[config.mk]
export PLATFORM = sky130hd
export DESIGN_NAME = datapath_p
export DESIGN_NICKNAME = d
export VERILOG_FILES = /design/src/rtl/datapath_p.sv
export SDC_FILE = /design/constraint.sdc
export NUM_CORES = 1
export LEC_CHECK = 0
export ABC_AREA = 1
export CORE_AREA = 5 5 228 230
export DETAILED_ROUTE_END_ITERATION = 12
export DIE_AREA = 0 0 233 235
export DONT_BUFFER_PORTS = 1
export SLEW_MARGIN = 20
export SYNTH_ARGS = -nofsm -noshare
export SYNTH_HDL_FRONTEND = slang
export SYNTH_SLANG_ARGS = --single-unit
[constraint.sdc]
create_clock -name clk -period 9.7 [get_ports clk]
set_input_delay 1.94 -clock clk [delete_from_list [all_inputs] [get_ports clk]]
set_output_delay 1.94 -clock clk [all_outputs]
set_load 0.005 [all_outputs]
[src/rtl/datapath_p.sv]
// datapath_p: parametrised datapath with a register file, A/B operand registers,
// a 1-bit shifter, an ALU with Z/N/V status, result register C, and a
// multi-cycle shift-add multiply with a busy/done handshake.
// Ports:
//   clk, reset           clock; asynchronous active-high reset
//   readnum, writenum    register-file read/write addresses
//   write, vsel          register-file write enable and write-back select
//   loada/b/c/s          load enables for A, B, C and status
//   asel, bsel, shift    ALU operand selects and shifter control
//   ALUop                ALU operation (100 = multi-cycle MUL)
//   sximm5, sximm8       immediate operands
//   mdata, pc            memory data and program counter
//   datapath_out, Z_out  register C and status {V,N,Z}
//   busy, done           multiply in progress / one-cycle completion pulse
module datapath_p #(
    parameter int WIDTH = 16,
    parameter int NREGS = 8,
    parameter int PCW   = 8,
    localparam int RW   = $clog2(NREGS)
) (
    input  logic             clk,
    input  logic             reset,
    input  logic [RW-1:0]    readnum,
    input  logic [RW-1:0]    writenum,
    input  logic             write,
    input  logic [1:0]       vsel,
    input  logic             loada,
    input  logic             loadb,
    input  logic             loadc,
    input  logic             loads,
    input  logic             asel,
    input  logic             bsel,
    input  logic [1:0]       shift,
    input  logic [2:0]       ALUop,
    input  logic [WIDTH-1:0] sximm5,
    input  logic [WIDTH-1:0] sximm8,
    input  logic [WIDTH-1:0] mdata,
    input  logic [PCW-1:0]   pc,
    output logic [WIDTH-1:0] datapath_out,
    output logic [2:0]       Z_out,
    output logic             busy,
    output logic             done
);
    localparam int CW = $clog2(WIDTH + 1);
    localparam int M  = WIDTH - 1;

    typedef enum logic {S_IDLE, S_MUL} state_t;

    logic [WIDTH-1:0]   rf_q [NREGS];
    logic [WIDTH-1:0]   a_q, b_q, c_q;
    logic [2:0]         st_q;
    state_t             state_q;
    logic               busy_q, done_q, mls_q;
    logic [CW-1:0]      cnt_q;
    logic [2*WIDTH-1:0] mcand_q, prod_q, prod_d;
    logic [WIDTH-1:0]   mplier_q;

    logic [WIDTH-1:0] rdata, wdata, shout, ain, bin, alu_d;
    logic             v_d, is_mul, start;
    logic [2:0]       flags_d, mflags_d;

    assign rdata = rf_q[readnum];

    always_comb begin
        unique case (vsel)
            2'b00:   wdata = c_q;
            2'b01:   wdata = WIDTH'(pc);
            2'b10:   wdata = sximm8;
            default: wdata = mdata;
        endcase
    end

    always_comb begin
        unique case (shift)
            2'b00:   shout = b_q;
            2'b01:   shout = {b_q[M-1:0], 1'b0};
            2'b10:   shout = {1'b0, b_q[M:1]};
            default: shout = {b_q[M], b_q[M:1]};
        endcase
    end

    assign ain = asel ? '0 : a_q;
    assign bin = bsel ? sximm5 : shout;

    always_comb begin
        alu_d = ain + bin;
        v_d   = ~(ain[M] ^ bin[M]) & (alu_d[M] ^ ain[M]);
        case (ALUop)
            3'b001: begin
                alu_d = ain - bin;
                v_d   = (ain[M] ^ bin[M]) & (alu_d[M] ^ ain[M]);
            end
            3'b010: begin
                alu_d = ain & bin;
                v_d   = 1'b0;
            end
            3'b011: begin
                alu_d = ~bin;
                v_d   = 1'b0;
            end
            default: ;
        endcase
    end

    assign flags_d = {v_d, alu_d[M], alu_d == '0};

    // One partial-product step; the final step's sum is the full product.
    assign prod_d   = prod_q + (mplier_q[0] ? mcand_q : '0);
    assign mflags_d = {|prod_d[2*WIDTH-1:WIDTH], prod_d[M],
                       prod_d[M:0] == '0};

    assign is_mul = (ALUop == 3'b100);
    assign start  = !busy_q && loadc && is_mul;

    always_ff @(posedge clk or posedge reset) begin
        if (reset) begin
            for (int i = 0; i < NREGS; i++) rf_q[i] <= '0;
        end else if (write) begin
            rf_q[writenum] <= wdata;
        end
    end

    always_ff @(posedge clk or posedge reset) begin
        if (reset) begin
            state_q  <= S_IDLE;
            a_q      <= '0;
            b_q      <= '0;
            c_q      <= '0;
            st_q     <= '0;
            busy_q   <= 1'b0;
            done_q   <= 1'b0;
            mls_q    <= 1'b0;
            cnt_q    <= '0;
            mcand_q  <= '0;
            mplier_q <= '0;
            prod_q   <= '0;
        end else begin
            done_q <= 1'b0;
            unique case (state_q)
                S_IDLE: begin
                    if (loada) a_q <= rdata;
                    if (loadb) b_q <= rdata;
                    if (start) begin
                        mcand_q  <= {{WIDTH{1'b0}}, ain};
                        mplier_q <= bin;
                        prod_q   <= '0;
                        mls_q    <= loads;
                        cnt_q    <= '0;
                        busy_q   <= 1'b1;
                        state_q  <= S_MUL;
                    end else begin
                        if (loadc) c_q <= alu_d;
                        // Status from a multiply only comes at completion.
                        if (loads && !is_mul) st_q <= flags_d;
                    end
                end
                S_MUL: begin
                    prod_q   <= prod_d;
                    mcand_q  <= mcand_q << 1;
                    mplier_q <= mplier_q >> 1;
                    cnt_q    <= cnt_q + 1'b1;
                    if (cnt_q == CW'(WIDTH - 1)) begin
                        c_q     <= prod_d[M:0];
                        if (mls_q) st_q <= mflags_d;
                        busy_q  <= 1'b0;
                        done_q  <= 1'b1;
                        state_q <= S_IDLE;
                    end
                end
                default: state_q <= S_IDLE;
            endcase
        end
    end

    assign datapath_out = c_q;
    assign Z_out        = st_q;
    assign busy         = busy_q;
    assign done         = done_q;
endmodule

==> results.tsv, run 1 <==
metric	value	unit
vias per inst	5.184	
drt initial violations	1487	
drc violations	0	
synthesis-stage register bit count	268	
I/O Buffers	0	
Die Area	54760	µm²
largest net degree at the start of global routing	89	
worst skew pair latency	550	ps
Reg clk slew, reported paths	60	ps
required time of the critical path	10170	ps
CP max FO	15	
multiplexer share of the synthesized area	0	%
FILL cells	5377	
core area	49660	µm²
Hold Path Depth	2	
most common cell after layout, fill and taps aside	nand2_1	
Setup CP Type	input pin to flip-flop	
ys flop type	dfrtp_1	
Root Driver	clkbuf_16	
Worst Hold Class	flip-flop to flip-flop	
P&R area growth vs syn	10.10	%
Post-Synth Adder-Cell Area	5.019	%
XOR/XNOR Fraction of Synth Area	0.4596	%
Post-synth EDFFs	0	
most numerous cell on the critical path	nand2_1	
library cells used by synthesis	43	
final clock skew	11.05	ps
kind of start point of the critical path	input pin	
max cap viols	0	
WL per Instance	18.28	µm
global-route wire length before repair	91700	µm
H-tree levels	2	
die height	235	µm
critical path's slowest cell	fa_1	
Num CTS Buffers	34	
Synth Area in Compound Gates	15.56	%
GRT Total Usage	21.07	%
share of cells above drive strength 1	5.455	%
Final ANT Viol Nets	0	
hold_ws	476.4	ps
async set-reset flop share out of synthesis	100.0	%
Post-Syn Instances	2508	
WP data arrival	4760	ps
final net count	2613	
total routed wirelength	57890	µm
io pins	99	
LEAKAGE	9.750	nW
final worst path period share	44.24	%
FP Rows	82	
Die Wd	233	µm
Sink Count	268	
PostCTS Resize Cnt	0	
Initial Util	34.54	%
clock tree from TritonCTS	done	
final RePlAce weighted congestion	0.9306	
initial antenna violation count	3	
Clock Path Buffers	3	
RSZ-0062 raised after global routing	no	
most frequent cells in the layout	nand2_1 (848), inv_1 (294), dfrtp_1 (267), o21ai_0 (242), nor2_1 (193)	
total gr overflow	0	
crit path time final	4292	ps
main combinational cell family by area after synthesis	simple AND/OR/NAND/NOR gates	
FF-to-FF path depth	19	
Worst slew margin	36.99	%
outcome	complete, no violations	
Setup Buffers After CTS	0	
setup violation total in the final timing report	0	
mapped cell area	17150	µm²
final slew viol count	0	
Pwr per Cell Area	252.0	nW/µm²
CTS hold repair buffers	0	
routed vias	16410	
vias in the first global route	15870	
endpoint type of the worst setup path	flip-flop	
Syn Nets	2653	
post-synthesis simple-gate area fraction	30.52	%
worst-margin pin slew	943.0	ps
maximum vdd drop	0.1436	mV
crit path cell chain	nor2_4 -> nand2_1 -> nand2_1 -> o21ai_0 -> inv_1 -> ha_1 -> inv_1 -> fa_1 -> inv_1 -> nand3_1 -> nand2_1 -> nand2_1 -> nand2_1 -> nand2_1 -> nand2_1 -> nand2_1 -> nand3_1 -> nand2_1 -> nor2_1 -> nand2_1 -> nor2_1 -> nand2_1 -> a21oi_2	
drt pass-1 iters	6	
sequential-to-total area share from yosys stat	39.10	%
syn avg cell area	6.839	µm²
fmax	233.0	MHz
yosys warns	0	
Crit path largest cell delay	440	ps
setup TNS	0	ps
DPL Wire Length	42830	µm
Fin. Hold Viols	0	
-- final timing paths --
kind,startpoint,end,slack [ps]
setup reg to reg,mplier_q[0],Z_out[2],6520
max in group asynchronous,reset,prod_q[24],6360
hold / removal,rf_q[74],rf_q[74],480
hold reg to reg,rf_q[74],rf_q[74],480
min in group asynchronous,reset,b_q[14],1330
setup / recovery,shift[0],Z_out[0],5410
-- metal layers --
layer | global-route usage, % | share of wire, % | vias to the layer above
li1 | - | - | 8004
met3 | 3.344 | 6.2 | 104
met1 | 29.34 | 45 | 7775
met4 | 6.982 | 3.2 | 0
met2 | 33.53 | 46 | 530
met5 | 0 | 0 | -
-- logic make-up (layout without fill, tap and decap cells) --
family	count (synthesis)	in the layout
and+or+nand+nor	1283	1283
adders and majority gates	67	67
buffers and inverters	406	391
DFF	268	268
AOI/OAI and AO/OA	475	475
xor gates and xnor gates	9	9
other	0	1
-- cells in the mapped netlist (15+ instances only) --
library cell	number	area (µm²)
nand2_1	848	3183
nor2_1	194	728.2
clkbuf_1	72	270.3
o21ai_0	242	1211
a31oi_1	17	106.4
inv_1	296	1111
a22oi_1	23	172.7
a21oi_1	109	545.5
o22ai_1	24	150.1
nor3_1	19	95.09
nand3_1	161	805.8
dfrtp_1	268	6706
ha_1	64	800.8
buf_2	15	75.07
nand4_1	17	106.4
-- where the power goes --
part           switching [mW]  internal, mW  total [mW]
logic                    1.16         0.540        1.70
registers               0.290          1.47        1.76
clock network           0.515         0.787        1.30
total                    1.96          2.80        4.76
-- sequential cells by signal, summed over array words and instances, names as in the netlist --
signal	count
rf_q	128
mcand_q	32
prod_q	32
a_q	16
b_q	16
datapath_out	16
mplier_q	16
cnt_q	5
Z_out	3
busy	1
done	1
mls_q	1
state_q	1
-- worst max-delay path, delay by kind of cell --
| kind | cells | cell delay [ps] |
|---|---|---|
| AO/OA/AOI/OAI | 2 | 220 |
| adder cells (fa/ha/maj) | 2 | 710 |
| buffers and inverters | 3 | 360 |
| AND/OR/NAND/NOR | 16 | 1520 |
-- cell type report --
| type | count | area, µm² | area share, % |
|---|---|---|---|
| antenna | 1 | 2.502 | 0.01325 |
| clock buffer | 50 | 1021 | 5.406 |
| clock inverter | 11 | 133.9 | 0.7089 |
| inverter | 307 | 1160 | 6.142 |
| multi-input combinational | 1834 | 8856 | 46.90 |
| sequential | 268 | 6708 | 35.52 |
| tap | 672 | 840.8 | 4.452 |
| timing repair buffer | 23 | 162.7 | 0.8613 |
-- through the flow --
step	power, mW	instance area [µm²]	utilization [%]	setup WS [ps]	instances
2_1_floorplan	2.908	17150	-	378.0	2508
3_3_place_gp	3.428	17710	35.66	4898	3100
3_5_place_dp	3.462	17710	35.67	4867	3101
4_1_cts	4.790	18870	37.99	5433	3162
5_1_grt	5.108	18880	38.02	5050	3165
6_report	4.760	18880	38.03	5408	3166
(Power assumes the default switching activity.)
==> run 2, diff against run 1 <==
clock period = 3.8 ns   (was 9.7 ns; I/O delays follow)
==> results.tsv, run 2 (synthesis results as in run 1) <==
metric	value	unit	change
Final ANT Viol Nets	0		unchanged
maximum vdd drop	0.3448	mV	+140%
Fin. Hold Viols	0		unchanged
Critical path origin	b_q[12]		
drc violations	0		unchanged
DPL Wire Length	43440	µm	+1.4%
reg2reg start	b_q[12]		
setup violation total in the final timing report	0		unchanged
WP data arrival	3660	ps	-1100 ps
global-route wire length before repair	91910	µm	+0.23%
Largest regs	rf_q: 128 flops, mcand_q: 32 flops, prod_q: 32 flops		
vias in the first global route	15990		+0.74%
largest net degree at the start of global routing	119		+34%
share of cells above drive strength 1	6.267	%	+0.81 points
Crit path max-delay family	simple AND/OR/NAND/NOR gates		
max reg flops	128		unchanged
most frequent cells in the layout	nand2_1 (848), inv_1 (295), dfrtp_1 (267), o21ai_0 (242), nor2_1 (193)		
final clock skew	14.75	ps	+3.705 ps
RR Endpoint	Z_out[0]		
max cap viols	0		unchanged
P&R area growth vs syn	11.28	%	
LEAKAGE	9.865	nW	+1.2%
most common cell after layout, fill and taps aside	nand2_1		
Crit path buffers/inverters	2		-1
Worst Hold Class	input pin to flip-flop		
total gr overflow	0		unchanged
final core occ	38.44	%	+0.41 points
FILL cells	5389		+0.22%
fmax	314.2	MHz	
drt pass-1 iters	6		unchanged
fin cells	3194		+0.88%
vias per inst	5.128		-1.1%
clock tree from TritonCTS	done		
Reg clk slew, reported paths	60	ps	about the same
crit path cell chain	a21oi_1 -> nand3_1 -> o21ai_1 -> inv_1 -> ha_1 -> nor2_2 -> inv_1 -> nor3_1 -> and2_1 -> nand2_1 -> nand3_1 -> nand3_1 -> nor2_1 -> nand2_1 -> nor2_2 -> nand2_1 -> a21oi_2		
Register-to-Register Setup Slack	620	ps	-5900 ps
Root Driver	clkbuf_16		
FF-to-FF path depth	17		-2
Worst slew margin	30.22	%	-6.8 points
Sink Count	268		unchanged
drt initial violations	1323		-11%
Die Area	54760	µm²	unchanged
io pins	99		unchanged
FP Rows	82		unchanged
Clock Path Buffers	3		unchanged
Setup CP Type	flip-flop to flip-flop		
FF/Latch Area	6708	µm²	unchanged
Die Wd	233	µm	unchanged
Pwr per Cell Area	636.2	nW/µm²	+150%
endpoint type of the worst setup path	flip-flop		
Cell Area, Placed	18000	µm²	+1.6%
Cell Count Post-Placement	3133		+1.0%
worst skew pair latency	550	ps	about the same
final instance area	19090	µm²	+1.1%
CP endpoint	Z_out[0]		
critical path's slowest cell	ha_1		
required time of the critical path	4280	ps	-5890 ps
outcome	complete, no violations		
kind of start point of the critical path	flip-flop		
final net count	2643		+1.1%
Num CTS Buffers	34		unchanged
die height	235	µm	unchanged
crit path time final	3182	ps	
Most flops, register	rf_q		
H-tree levels	2		unchanged
core area	49660	µm²	unchanged
I/O Buffers	0		unchanged
worst-margin pin slew	1047	ps	+103.8 ps
RSZ-0062 raised after global routing	no		
CP max FO	9		-6
GRT Total Usage	21.15	%	+0.082 points
Crit path largest cell delay	470	ps	+30 ps
final worst path period share	83.75	%	
total routed wirelength	58560	µm	+1.2%
total power	12.14	mW	+160%
Multi-input gate area	8851	µm²	about the same
initial antenna violation count	2		-1
final RePlAce weighted congestion	0.9433		+1.4%
WL per Instance	18.33	µm	+0.27%
final slew viol count	0		unchanged
stages on the worst setup path	17		-26%
routed vias	16380		-0.21%
Initial Util	34.54	%	unchanged
## run 2: what timing repair did
item / in CTS / in global routing
endpoints found under the hold margin: 3 / 0
buffers inserted: 0 / 0
hold buffers: 1 / 0
gates resized for setup: 0 / 0
endpoints found under the setup margin: 0 / 0
## run 2: worst register-to-register path: stages, from the launching register on
cell and delay (ps):
dfrtp_1 430, a21oi_1 170, nand3_1 100, o21ai_1 230
inv_1 110, ha_1 470, nor2_2 180, inv_1 80
nor3_1 250, and2_1 180, nand2_1 110, nand3_1 120
nand3_1 80, nor2_1 210, nand2_1 110, nor2_2 100
nand2_1 70, a21oi_2 100
## run 2: final cells by class
cell class              instances  share of cell area (%)
multi-input cells            1834                   46.37
flip-flops and latches        268                   35.14
inverters                     307                   6.057
clock buffers                  52                   5.284
well taps                     672                   4.405
repair buffers                 53                   2.360
clock inverters                 7                  0.3671
diodes                          1                 0.01311
## run 2: metal layers
layer  vias to the layer above  track usage [%]  share of wire [%]
met5                         -                0                  0
met4                         0            5.782                2.5
met3                        84            2.765                5.3
met2                       446            34.68                 47
met1                      7795            29.47                 45
li1                       8053                -                  -
## run 2: worst min path at each step
stage                          from        end  slack, ps  cells after the start
after floorplan            rf_q[11]   rf_q[11]        440                      2
after global placement     rf_q[72]   rf_q[72]        460                      2
after detailed placement  rf_q[123]  rf_q[123]        460                      2
after CTS                     loads      mls_q        310                      2
after global routing          loads      mls_q        320                      2
final                         loads      mls_q        340                      2
## run 2: power by group
group | switching [mW] | total, mW | internal [mW]
Clock | 1.31 | 3.15 | 1.84
Sequential | 0.804 | 4.55 | 3.75
Combinational | 2.95 | 4.43 | 1.48
## run 2: metrics by stage
step | TNS (ps) | setup slack [ps] | hold WS, ps
floorplan | -133860 | -499.5 | 444.0
global placement | 0 | 204.7 | 455.9
detailed placement | 0 | 245.6 | 459.7
CTS | 0 | 656.3 | 308.0
global route | 0 | 375.9 | 320.8
finish | 0 | 617.6 | 336.1
==> run 3, diff against run 2 <==
clock period = 3.2 ns   (was 3.8 ns; I/O delays follow)
==> results.tsv, run 3 (synthesis results as in run 1) <==
metric	value	unit	change
worst-margin pin slew	978.5	ps	-68.25 ps
crit path time final	3028	ps	-154.1 ps
Worst Hold Class	input pin to async pin		
share of cells above drive strength 1	10.16	%	+3.9 points
critical path's slowest cell	dfrtp_1		
setup violation total in the final timing report	0		unchanged
drt pass-1 iters	6		unchanged
initial antenna violation count	3		+1
WP data arrival	3510	ps	-150 ps
most frequent cells in the layout	nand2_1 (848), inv_1 (295), dfrtp_1 (267), o21ai_0 (242), nor2_1 (191)		
max cap viols	0		unchanged
die height	235	µm	unchanged
FILL cells	5335		-1.0%
vias in the first global route	16190		+1.3%
fin cells	3290		+3.0%
hold_ws	133.2	ps	-202.9 ps
I/O Buffers	0		unchanged
final net count	2739		+3.6%
clock tree from TritonCTS	done		
io pins	99		unchanged
Cell Count Post-Placement	3230		+3.1%
largest net degree at the start of global routing	66		-45%
Crit path buffers/inverters	2		unchanged
GRT Total Usage	21.45	%	+0.30 points
Fin. Hold Viols	0		unchanged
total routed wirelength	59940	µm	+2.4%
DPL Wire Length	45390	µm	+4.5%
Most flops, register	rf_q		
CP max FO	7		-2
routed vias	16810		+2.7%
Clock Path Buffers	3		unchanged
FP Rows	82		unchanged
ANT cells	0		-1
final instance area	19890	µm²	+4.2%
vias per inst	5.111		-0.33%
Die Wd	233	µm	unchanged
Reg clk slew, reported paths	60	ps	about the same
kind of start point of the critical path	flip-flop		
RSZ-0062 raised after global routing	yes		
drt initial violations	1372		+3.7%
Crit path max-delay family	simple AND/OR/NAND/NOR gates		
Crit path largest cell delay	440	ps	-30 ps
Final ANT Viol Nets	0		unchanged
final worst path period share	94.63	%	+11 points
fmax	330.2	MHz	+5.1%
drc violations	0		unchanged
endpoint type of the worst setup path	flip-flop		
maximum vdd drop	0.5166	mV	+50%
core area	49660	µm²	unchanged
Worst slew margin	34.61	%	+4.4 points
LEAKAGE	10.33	nW	+4.8%
total gr overflow	0		unchanged
Root Driver	clkbuf_16		
global-route wire length before repair	92820	µm	+0.98%
H-tree levels	2		unchanged
outcome	complete, no violations		
Sink Count	268		unchanged
most numerous cell on the critical path	nand2_1		
Pwr per Cell Area	758.1	nW/µm²	+19%
worst skew pair latency	550	ps	about the same
Setup CP Type	flip-flop to flip-flop		
final clock skew	13.32	ps	-1.430 ps
Die Area	54760	µm²	unchanged
max reg flops	128		unchanged
P&R area growth vs syn	15.97	%	
required time of the critical path	3680	ps	-600 ps
WL per Instance	18.22	µm	-0.62%
Num CTS Buffers	34		unchanged
most common cell after layout, fill and taps aside	nand2_1		
Initial Util	34.54	%	unchanged
Largest regs	rf_q: 128 flops, mcand_q: 32 flops, prod_q: 32 flops		
final slew viol count	0		unchanged
crit path cell chain	a21oi_1 -> nand3_2 -> nand2_2 -> inv_1 -> ha_1 -> nor2_1 -> buf_4 -> and2_1 -> nand2_1 -> nand2_1 -> nand2_1 -> nand3_1 -> nand3_1 -> nor2_1 -> nand2_1 -> nor2_2 -> nand2_1 -> a21oi_2		
final RePlAce weighted congestion	0.9369		-0.68%
Cell Area, Placed	18740	µm²	+4.1%
==> run 3: cell types whose count changed in the layout (fill, tap and decap cells not counted), moves of 2 or more <==
cell / delta
ha_4: +2
nor2_1: -2
ha_1: -8
buf_4: +96
ha_2: +6
nor2_2: +2
==> run 3: what timing repair did <==
item,4_1_cts,5_1_grt
hold buffers,0,0
endpoints found under the setup margin,0,5
buffers inserted,0,0
resized for setup,0,13
==> run 3: per-layer routing <==
layer / GRT usage (%) / up-vias / wire [µm] / share of wire (%)
li1: - / 8248 / - / -
met1: 29.17 / 7988 / 26910 / 45
met2: 35.40 / 481 / 28110 / 47
met3: 3.054 / 95 / 3113 / 5.2
met4: 6.695 / 2 / 1795 / 3.0
met5: 0 / - / 13 / 0.022
==> run 3: metrics by stage <==
| step | power [mW] | TNS (ps) | setup WS (ps) | utilization [%] |
|---|---|---|---|---|
| after global placement | 11.13 | -641.3 | -207.5 | 37.73 |
| final | 15.08 | 0 | 171.8 | 40.06 |
| after global routing | 16.12 | -20.62 | -20.62 | 40.06 |
| after detailed placement | 11.21 | -708.1 | -204.4 | 37.73 |
| after floorplan | 8.817 | -262500 | -979.5 | - |
| after CTS | 15.13 | 0 | 95.34 | 39.96 |
==> run 3: cell type report <==
type	instances	area [µm²]	area share [%]
Sequential cell	268	6708	33.72
Tap cell	672	840.8	4.227
Multi-Input combinational cell	1834	8901	44.75
Inverter	307	1156	5.812
Clock inverter	7	92.59	0.4655
Timing Repair Buffer	149	1181	5.938
Clock buffer	53	1012	5.089
==> run 3: final timing paths <==
check / startpoint / to / slack, ps / cells past startpoint
worst min-delay path: reset / rf_q[126] / 130 / 1
max in group asynchronous: reset / mplier_q[14] / 2280 / 2
min in group clk: loads / mls_q / 220 / 2
worst max-delay path: b_q[4] / Z_out[0] / 170 / 18
worst max register to register: b_q[4] / Z_out[0] / 170 / 18
worst min register to register: rf_q[122] / rf_q[122] / 480 / 2
==> run 3: power by group <==
group	switching (mW)	internal (mW)	total (mW)
combinational	3.69	2.17	5.86
sequential	0.932	4.46	5.39
clock	1.56	2.27	3.83
total	6.18	8.90	15.1
